File: src/rtl/dmem_pkg.sv
// Shared types and defaults for the data-memory responder and its trace FIFO.
package dmem_pkg;

   localparam int unsigned TOHOST_ADDR_DEFAULT = 100;
   localparam int unsigned PASS_VALUE_DEFAULT  = 25;

   typedef struct packed {
      logic [31:0] addr;
      logic [31:0] data;
   } trace_entry_t;

   typedef enum logic {
      RUN  = 1'b0,
      DONE = 1'b1
   } run_state_t;

endpackage

File: src/rtl/dmem_responder_trace_fifo.sv
// trace_fifo: synchronous FIFO of store-trace entries with sticky overflow.
// Full is judged at the start of the cycle, so a pop never makes room for a same-cycle push.
module trace_fifo
   import dmem_pkg::*;
#(
   parameter int unsigned DEPTH = 8
) (
   input  logic         clk,
   input  logic         reset,
   input  logic         push_i,
   input  trace_entry_t push_data_i,
   input  logic         pop_i,
   output trace_entry_t head_o,
   output logic         empty_o,
   output logic         full_o,
   output logic         ovf_o
);

   localparam int unsigned AW = $clog2(DEPTH);
   localparam int unsigned PW = AW + 1;

   logic [PW-1:0] wr_q, wr_d;
   logic [PW-1:0] rd_q, rd_d;
   logic          ovf_q, ovf_d;
   logic          do_push, do_pop;
   trace_entry_t  mem_q [DEPTH];

   // Extra pointer bit distinguishes full from empty when the indices match.
   assign empty_o = (wr_q == rd_q);
   assign full_o  = (wr_q[AW] != rd_q[AW]) && (wr_q[AW-1:0] == rd_q[AW-1:0]);
   assign do_push = push_i && !full_o;
   assign do_pop  = pop_i && !empty_o;
   assign head_o  = mem_q[rd_q[AW-1:0]];
   assign ovf_o   = ovf_q;

   always_comb begin
      wr_d  = wr_q + PW'(do_push);
      rd_d  = rd_q + PW'(do_pop);
      ovf_d = ovf_q | (push_i & full_o);
   end

   always_ff @(posedge clk) begin
      if (reset) begin
         wr_q  <= '0;
         rd_q  <= '0;
         ovf_q <= 1'b0;
      end else begin
         wr_q  <= wr_d;
         rd_q  <= rd_d;
         ovf_q <= ovf_d;
      end
   end

   always_ff @(posedge clk) begin
      if (!reset && do_push) begin
         mem_q[wr_q[AW-1:0]] <= push_data_i;
      end
   end

endmodule

File: src/rtl/dmem_responder.sv
// dmem_responder: word RAM, tohost verdict register and store-trace FIFO for the MEM stage.
// Optional: define DMEM_MISALIGN_CHECK_EN to turn misaligned stores into a fail verdict.
module dmem_responder
   import dmem_pkg::*;
#(
   parameter int unsigned DEPTH_WORDS = 64,
   parameter int unsigned TOHOST_ADDR = TOHOST_ADDR_DEFAULT,
   parameter int unsigned PASS_VALUE  = PASS_VALUE_DEFAULT,
   parameter int unsigned TRACE_DEPTH = 8
) (
   input  logic        clk,
   input  logic        reset,
   input  logic        MemWrite,
   input  logic [31:0] DataAdr,
   input  logic [31:0] WriteData,
   output logic [31:0] ReadData,
   output logic        done,
   output logic        pass,
   output logic        trace_valid,
   input  logic        trace_ready,
   output logic [31:0] trace_addr,
   output logic [31:0] trace_data,
   output logic        trace_ovf
);

   localparam int unsigned IW = $clog2(DEPTH_WORDS);

   run_state_t    state_q, state_d;
   logic          pass_q, pass_d;
   logic          ram_we;
   logic          is_tohost;
   logic          misalign;
   logic [IW-1:0] index;
   logic [31:0]   ram_q [DEPTH_WORDS];
   trace_entry_t  push_entry;
   trace_entry_t  head;
   logic          fifo_empty;
   logic          fifo_full_unused;

   assign index     = DataAdr[IW+1:2];
   assign is_tohost = (DataAdr == 32'(TOHOST_ADDR));

`ifdef DMEM_MISALIGN_CHECK_EN
   assign misalign = (DataAdr[1:0] != 2'b00);
`else
   assign misalign = 1'b0;
`endif

   assign ReadData = is_tohost ? {30'b0, pass_q, (state_q == DONE)} : ram_q[index];
   assign done     = (state_q == DONE);
   assign pass     = pass_q;

   // Verdict FSM: first tohost (or misaligned) store freezes done/pass.
   always_comb begin
      state_d = state_q;
      pass_d  = pass_q;
      ram_we  = 1'b0;
      if (MemWrite) begin
         if (is_tohost) begin
            if (state_q == RUN) begin
               state_d = DONE;
               pass_d  = (WriteData == 32'(PASS_VALUE));
            end
         end else if (misalign) begin
            if (state_q == RUN) begin
               state_d = DONE;
               pass_d  = 1'b0;
            end
         end else begin
            ram_we = 1'b1;
         end
      end
   end

   always_ff @(posedge clk) begin
      if (reset) begin
         state_q <= RUN;
         pass_q  <= 1'b0;
      end else begin
         state_q <= state_d;
         pass_q  <= pass_d;
      end
   end

   // RAM is deliberately not cleared by reset.
   always_ff @(posedge clk) begin
      if (!reset && ram_we) begin
         ram_q[index] <= WriteData;
      end
   end

   assign push_entry = '{addr: DataAdr, data: WriteData};

   trace_fifo #(
      .DEPTH (TRACE_DEPTH)
   ) u_trace_fifo (
      .clk         (clk),
      .reset       (reset),
      .push_i      (MemWrite && !reset),
      .push_data_i (push_entry),
      .pop_i       (trace_ready),
      .head_o      (head),
      .empty_o     (fifo_empty),
      .full_o      (fifo_full_unused),
      .ovf_o       (trace_ovf)
   );

   assign trace_valid = !fifo_empty;
   assign trace_addr  = head.addr;
   assign trace_data  = head.data;

endmodule

File: config.mk
export PLATFORM = sky130hd
export DESIGN_NAME = dmem_responder
export DESIGN_NICKNAME = d
export VERILOG_FILES = /design/src/rtl/dmem_pkg.sv /design/src/rtl/dmem_responder_trace_fifo.sv /design/src/rtl/dmem_responder.sv
export SDC_FILE = /design/constraint.sdc
export NUM_CORES = 2
export LEC_CHECK = 0
export CAP_MARGIN = 10
export CORE_MARGIN = 1
export CORE_UTILIZATION = 35
export CTS_CLUSTER_DIAMETER = 120
export DETAILED_ROUTE_END_ITERATION = 6
export SYNTH_ARGS = -nofsm -noshare
export SYNTH_HDL_FRONTEND = slang
export SYNTH_SLANG_ARGS = --single-unit
File: constraint.sdc
create_clock -name clk -period 9.85 [get_ports clk]
set_input_delay 1.97 -clock clk [delete_from_list [all_inputs] [get_ports clk]]
set_output_delay 1.97 -clock clk [all_outputs]
set_load 0.005 [all_outputs]
Yosys cells after proc, flatten, opt, wreduce, memory -nomap -nowiden
Memory sizes are Yosys's and may differ from the RTL's. A register that Yosys moved wholly into a read port is not among the register bits.
Cells that the tools add are included.
{ "totals": {"reg_bits": 11, "mem_bits_rw": 2560, "wordCells": 36, "mem_count": 2} }
{ "memory_table": {"columns": ["memory", "words", "word_bits", "read_ports", "rd_clocked_by_memory_dff", "wr", "line", "source"], "rows": [
  ["ram_q", 64, 32, 1, 0, 1, "dmem_responder.sv:34", "logic [31:0] ram_q [DEPTH_WORDS];"],
  ["u_trace_fifo.mem_q", 8, 64, 1, 1, 1, "dmem_responder_trace_fifo.sv:26", "trace_entry_t mem_q [DEPTH];"]
]} }
{ "classes": {"add_sub_neg": 2, "eq_ne": 5, "n_mux": 8, "bitwise_logic": 3, "reduce_logical": 11} }
{ "ops": {"columns": ["operator", "count"], "rows": [
  ["== test 32 x 5 -> 1 bit, second input constant", 1],
  ["== test 32 x 7 -> 1 bit, second input constant", 1],
  ["2-to-1 mux 32 bit", 1],
  ["adder 4 x 1 -> 4 bit", 2],
  ["logical AND 1 bit", 6],
  ["2-to-1 mux 1 bit", 6],
  ["== test 4 bit", 1],
  ["== test 3 bit", 1],
  ["zero test 1 bit", 3],
  ["2-to-1 mux 3 bit", 1],
  ["AND reduction 3 bit", 1],
  ["AND reduction 2 bit", 1],
  ["bitwise AND 1 bit", 1],
  ["!= test 1 bit", 1],
  ["NOT 1 bit", 1],
  ["OR 1 bit", 1]
]} }

Longest topological paths before layout
{ "logic_depth": {"word_depth": 7, "ltp_mapped": 12, "mapped_depth_nobuf": 8} }

Modules after synthesis
A second synthesis with hierarchy kept.
{ "unflattened": {"cells_unflattened": 4980, "hier_area_um2": 99272.7} }
{ "modules_own_cells": {"columns": ["mod", "n_inst", "cells_per_inst", "area_each_um2", "seq_area_each_um2"], "rows": [
  ["dmem_responder", 1, 4183, 79540.0, 61539.0],
  ["trace_fifo", 1, 797, 19732.7, 15554.9]
]} }

Worst setup path after synthesis
No wires, ideal clock.
{ "synth_path": {"path_kind": "input-to-reg", "startpoint": "input port MemWrite", "endpoint": "memory u_trace_fifo.mem_q[0][0] (netlist bit), enable pin", "setup_ns": 0.565, "arrival_time_ns": 6.824, "required_ns": 9.285, "path_slack_ns": 2.461, "path_stages": 4, "n_path_buf": 0, "path_cell_list": "nor2b_1 -> nor2b_1 -> nand2b_1 -> nor3_1"} }
{ "synth_between": {"elab_chain_cells": 5} }
{ "synth_lines": {"columns": ["element", "line", "source"], "rows": [
  ["start, declared", "dmem_responder.sv:13", "input logic MemWrite,"],
  ["logical AND 1 bit", "dmem_responder.sv:99", ".push_i (MemWrite && !reset),"],
  ["logical AND 1 bit", "dmem_responder_trace_fifo.sv:31", "assign do_push = push_i && !full_o;"],
  ["logical AND 1 bit", "dmem_responder_trace_fifo.sv:55", "if (!reset && do_push) begin"],
  ["2-to-1 mux 1 bit", "dmem_responder_trace_fifo.sv:55", null],
  ["2-to-1 mux 1 bit (implied by the code)", "dmem_responder_trace_fifo.sv:56", "mem_q[wr_q[AW-1:0]] <= push_data_i;"],
  ["end, declared", "dmem_responder_trace_fifo.sv:26", null]
]} }
Every way passes these cells.

Worst setup path in the final report
{ "layout_path": {"startpoint": "input port DataAdr[6]", "endpoint": "output port ReadData[7]"} }
{ "layout_between": {"elab_chain_cells": 2} }
{ "layout_lines": {"columns": ["element", "line", "source"], "rows": [
  ["start, declared", "dmem_responder.sv:14", "input logic [31:0] DataAdr,"],
  ["memory (64 x 32 bit) or == test 32 x 7 -> 1 bit (tied branches)", null, null],
  ["2-to-1 mux 32 bit (*)", "dmem_responder.sv:49", "assign ReadData = is_tohost ? {30'b0, pass_q, (state_q == DONE)} : ram_q[index];"],
  ["end, declared", "dmem_responder.sv:16", "output logic [31:0] ReadData,"]
]} }
Every way passes the cells marked *; elsewhere a longest branch is shown, timed or not.

==> reports/qor.yml <==
status: "complete, no violations"
ys_top_cells_by_count: "edfxtp_1 (2560), mux4_2 (268), mux2_2 (233)"
finalPower_w: 0.0233
first_global_vias: 52300
cts_buffer_depth: 4
crit_end: "ReadData[7]"
synthCells: 4961
synth_seq_cells: 2571
yosysWarningCount: 0
post_cts_buffers: 0
multi_input_area_sq_um: 20700
max_cap_viol_count: 0
path_depth: 9
h-tree-depth: 5
slew_violations: 0
synth_most_common_cell: "edfxtp_1"
crit_path_end_kind: "output pin"
reg2reg_from: "u_trace_fifo.rd_q[0]$_SDFF_PP0_"
ys_seq_area_frac: 0.778
die_w_um: 534
grt_max_degree: 90
synth_cell_types: 82
slew_headroom: 0.0619
cts_tree: "yes"
p_per_area_nw_per_um2: 205
synth_area_sq_um: 99100
globalRouteOverflowTotal: 0
rows: 195
met2_usage: 0.318
reg2reg_to: "u_trace_fifo.mem_q[5][26]$_DFFE_PP_"
dieArea_sq_um: 285000
area_growth_pct: 15.1
tightestPinTransition_ns: 1.41
io_buffer_count: 167
path_cells: "clkdlybuf4s50_1 > and3b_1 > buf_4 > a221oi_1 > nor2_1 > nor2_1 > and4b_1 > nor2_1 > clkdlybuf4s50_1"
r2r_slack_ns: 5.95
async_flop_share: 0
drt_iter0_drc: 8752
slowest_delay_ns: 1.25
root_buffer: "clkbuf_16"
finalSetupViolCount: 0
critical_path.top_delay_family: "buffers and inverters"
avgViaCountPerCell: 5.94
min_period_ns: 8.45
routedWlPerCell_um: 33.8
grt_first_pass_wirelength_um: 428000
numCtsBuffers: 266
syn_avg_cell_area_sq_um: 20.0
drc: 0
setup.worst_path.start_class: "input port"
synth_edf_count: 2560
gp_congestion: 0.885
nets: 5355
path_class: "input port to output pin"
instances_no_fill: 9228
rsz0062_at_grt: "no"
yosysTopAreaCell: "edfxtp_1"
cp_slowest_cell: "clkdlybuf4s50_1"
place_inst: 8757
clk_pin_slew_ns: 0.05
dp_hpwl_um: 179000
power_leakage_nw: 35.4
cts.sinks: 2571
antenna_found_initial: 15
grt_usage: 0.213
fp.dieH_um: 534
synth_top_area_frac: 0.776
hold_violations: 0
start_util: 0.351
num_vias: 54800
worstSkewPairLatency_ns: 0.83
finalWirelength_um: 312000
grtUsageMet1: 0.300
path_common_cell: "nor2_1"
nFillCells: 25000
cts_hold_buffers: 0
ff2ff_path_depth: 7
drive_gt1_frac: 0.223
dr.pass1.iters: 7
busiest_layer: "met2"
skew_ns: 0.0328
fin_tns_setup_ns: 0
hp-class: "flop to flop"
peakVddDrop_v: 0.000172
core-area_sq_um: 282000
cp_data_arrival_time_ns: 6.48
crit_buf_inv: 3
postRouteAntennaNets: 0
synth.area.top_cells: "edfxtp_1 (78%), mux4_2 (6.1%), mux2_2 (2.6%)"
crit_required_ns: 7.88
crit_start: "DataAdr[6]"
grt.met3_usage: 0.0543
regArea_sq_um: 77100
fin_crit_sh: 0.857
io_pins: 168
cp_max_fo: 24
synth_flop_cell: "edfxtp_1"
cts_resized: 0
fmax_mhz: 118
synth_fp_nets: 5033
-- flip-flops by register name, summed over array words and instances (netlist names) --
register,count
ram_q,2048
pass,1
u_trace_fifo.mem_q,512
u_trace_fifo.ovf_o,1
u_trace_fifo.wr_q,4
u_trace_fifo.rd_q,4
done,1
-- worst min-delay path by stage --
stage	from	end	cells past startpoint
after global placement	u_trace_fifo.ovf_o$_SDFF_PP0_	u_trace_fifo.ovf_o$_SDFF_PP0_	2
after CTS	u_trace_fifo.ovf_o$_SDFF_PP0_	u_trace_fifo.ovf_o$_SDFF_PP0_	2
after global routing	u_trace_fifo.ovf_o$_SDFF_PP0_	u_trace_fifo.ovf_o$_SDFF_PP0_	2
final	u_trace_fifo.ovf_o$_SDFF_PP0_	u_trace_fifo.ovf_o$_SDFF_PP0_	2
after detailed placement	u_trace_fifo.ovf_o$_SDFF_PP0_	u_trace_fifo.ovf_o$_SDFF_PP0_	2
after floorplan	u_trace_fifo.ovf_o$_SDFF_PP0_	u_trace_fifo.ovf_o$_SDFF_PP0_	2
-- placed cells by master, fill, tap and decap left out, drive strengths merged, types with 15 or more instances in the layout --
master and n:
o211ai 17, clkinv 110, nand3 24, a221o 45, a211oi 26, nor2 149, mux2i 230, nor2b 15
edfxtp 2560, a31oi 20, o2bb2ai 21, nand2 95, clkbuf 328, o22a 23, o22ai 113, a221oi 200
nor3 15, a22oi 150, buf 249, mux2 253, inv 21, mux4 269, a21oi 109, o221ai 16
a22o 47, clkdlybuf4s50 132, nor4 18, o21ai 58
-- cell families after synthesis --
family,after synthesis,synth area share
buffers and inverters,333,0.0196
and+or+nand+nor,387,0.0192
muxes,752,0.113
AOI/OAI and AO/OA,906,0.0690
adders and majority gates,4,0.000505
xor gates and xnor gates,8,0.000707
DFF,2571,0.778
-- area by class of cell --
type                    instances  share of cell area
diodes                          3           0.0000658
clock buffers                 328              0.0620
clock inverters               139             0.00874
inverters                       6            0.000285
multi-input cells            2057               0.182
flip-flops and latches       2571               0.676
well taps                    3743              0.0411
repair buffers                381              0.0302
-- metrics by stage --
| step | instance area, sq um | hold slack, ns | setup slack, ns | util |
|---|---|---|---|---|
| CTS | 114000 | 0.475 | 1.46 | 0.404 |
| global route | 114000 | 0.541 | 1.31 | 0.404 |
| floorplan | 99100 | 0.460 | 2.46 | - |
| detailed placement | 106000 | 0.461 | 1.47 | 0.376 |
| global placement | 106000 | 0.454 | 1.50 | 0.376 |
| finish | 114000 | 0.472 | 1.40 | 0.404 |
-- worst min-delay path, cell delays in order (launching register included) --
cell	delay, ns
dfxtp_1	0.33
a21oi_1	0.04
nor2_1	0.07
-- report_power, final --
group          total, W  switching (W)  internal, W
clock           0.00956        0.00416      0.00540
sequential       0.0121      0.0000409       0.0121
combinational   0.00164        0.00105     0.000593
total            0.0233        0.00525       0.0181
-- routing by layer --
metal,routed length [um],share of wire,vias up
met1,124000,0.40,29000
met2,138000,0.44,3654
li1,-,-,21500
met4,12800,0.041,10
met3,37500,0.12,651
met5,56,0.00018,-
Power figures use the tool's default switching activity.
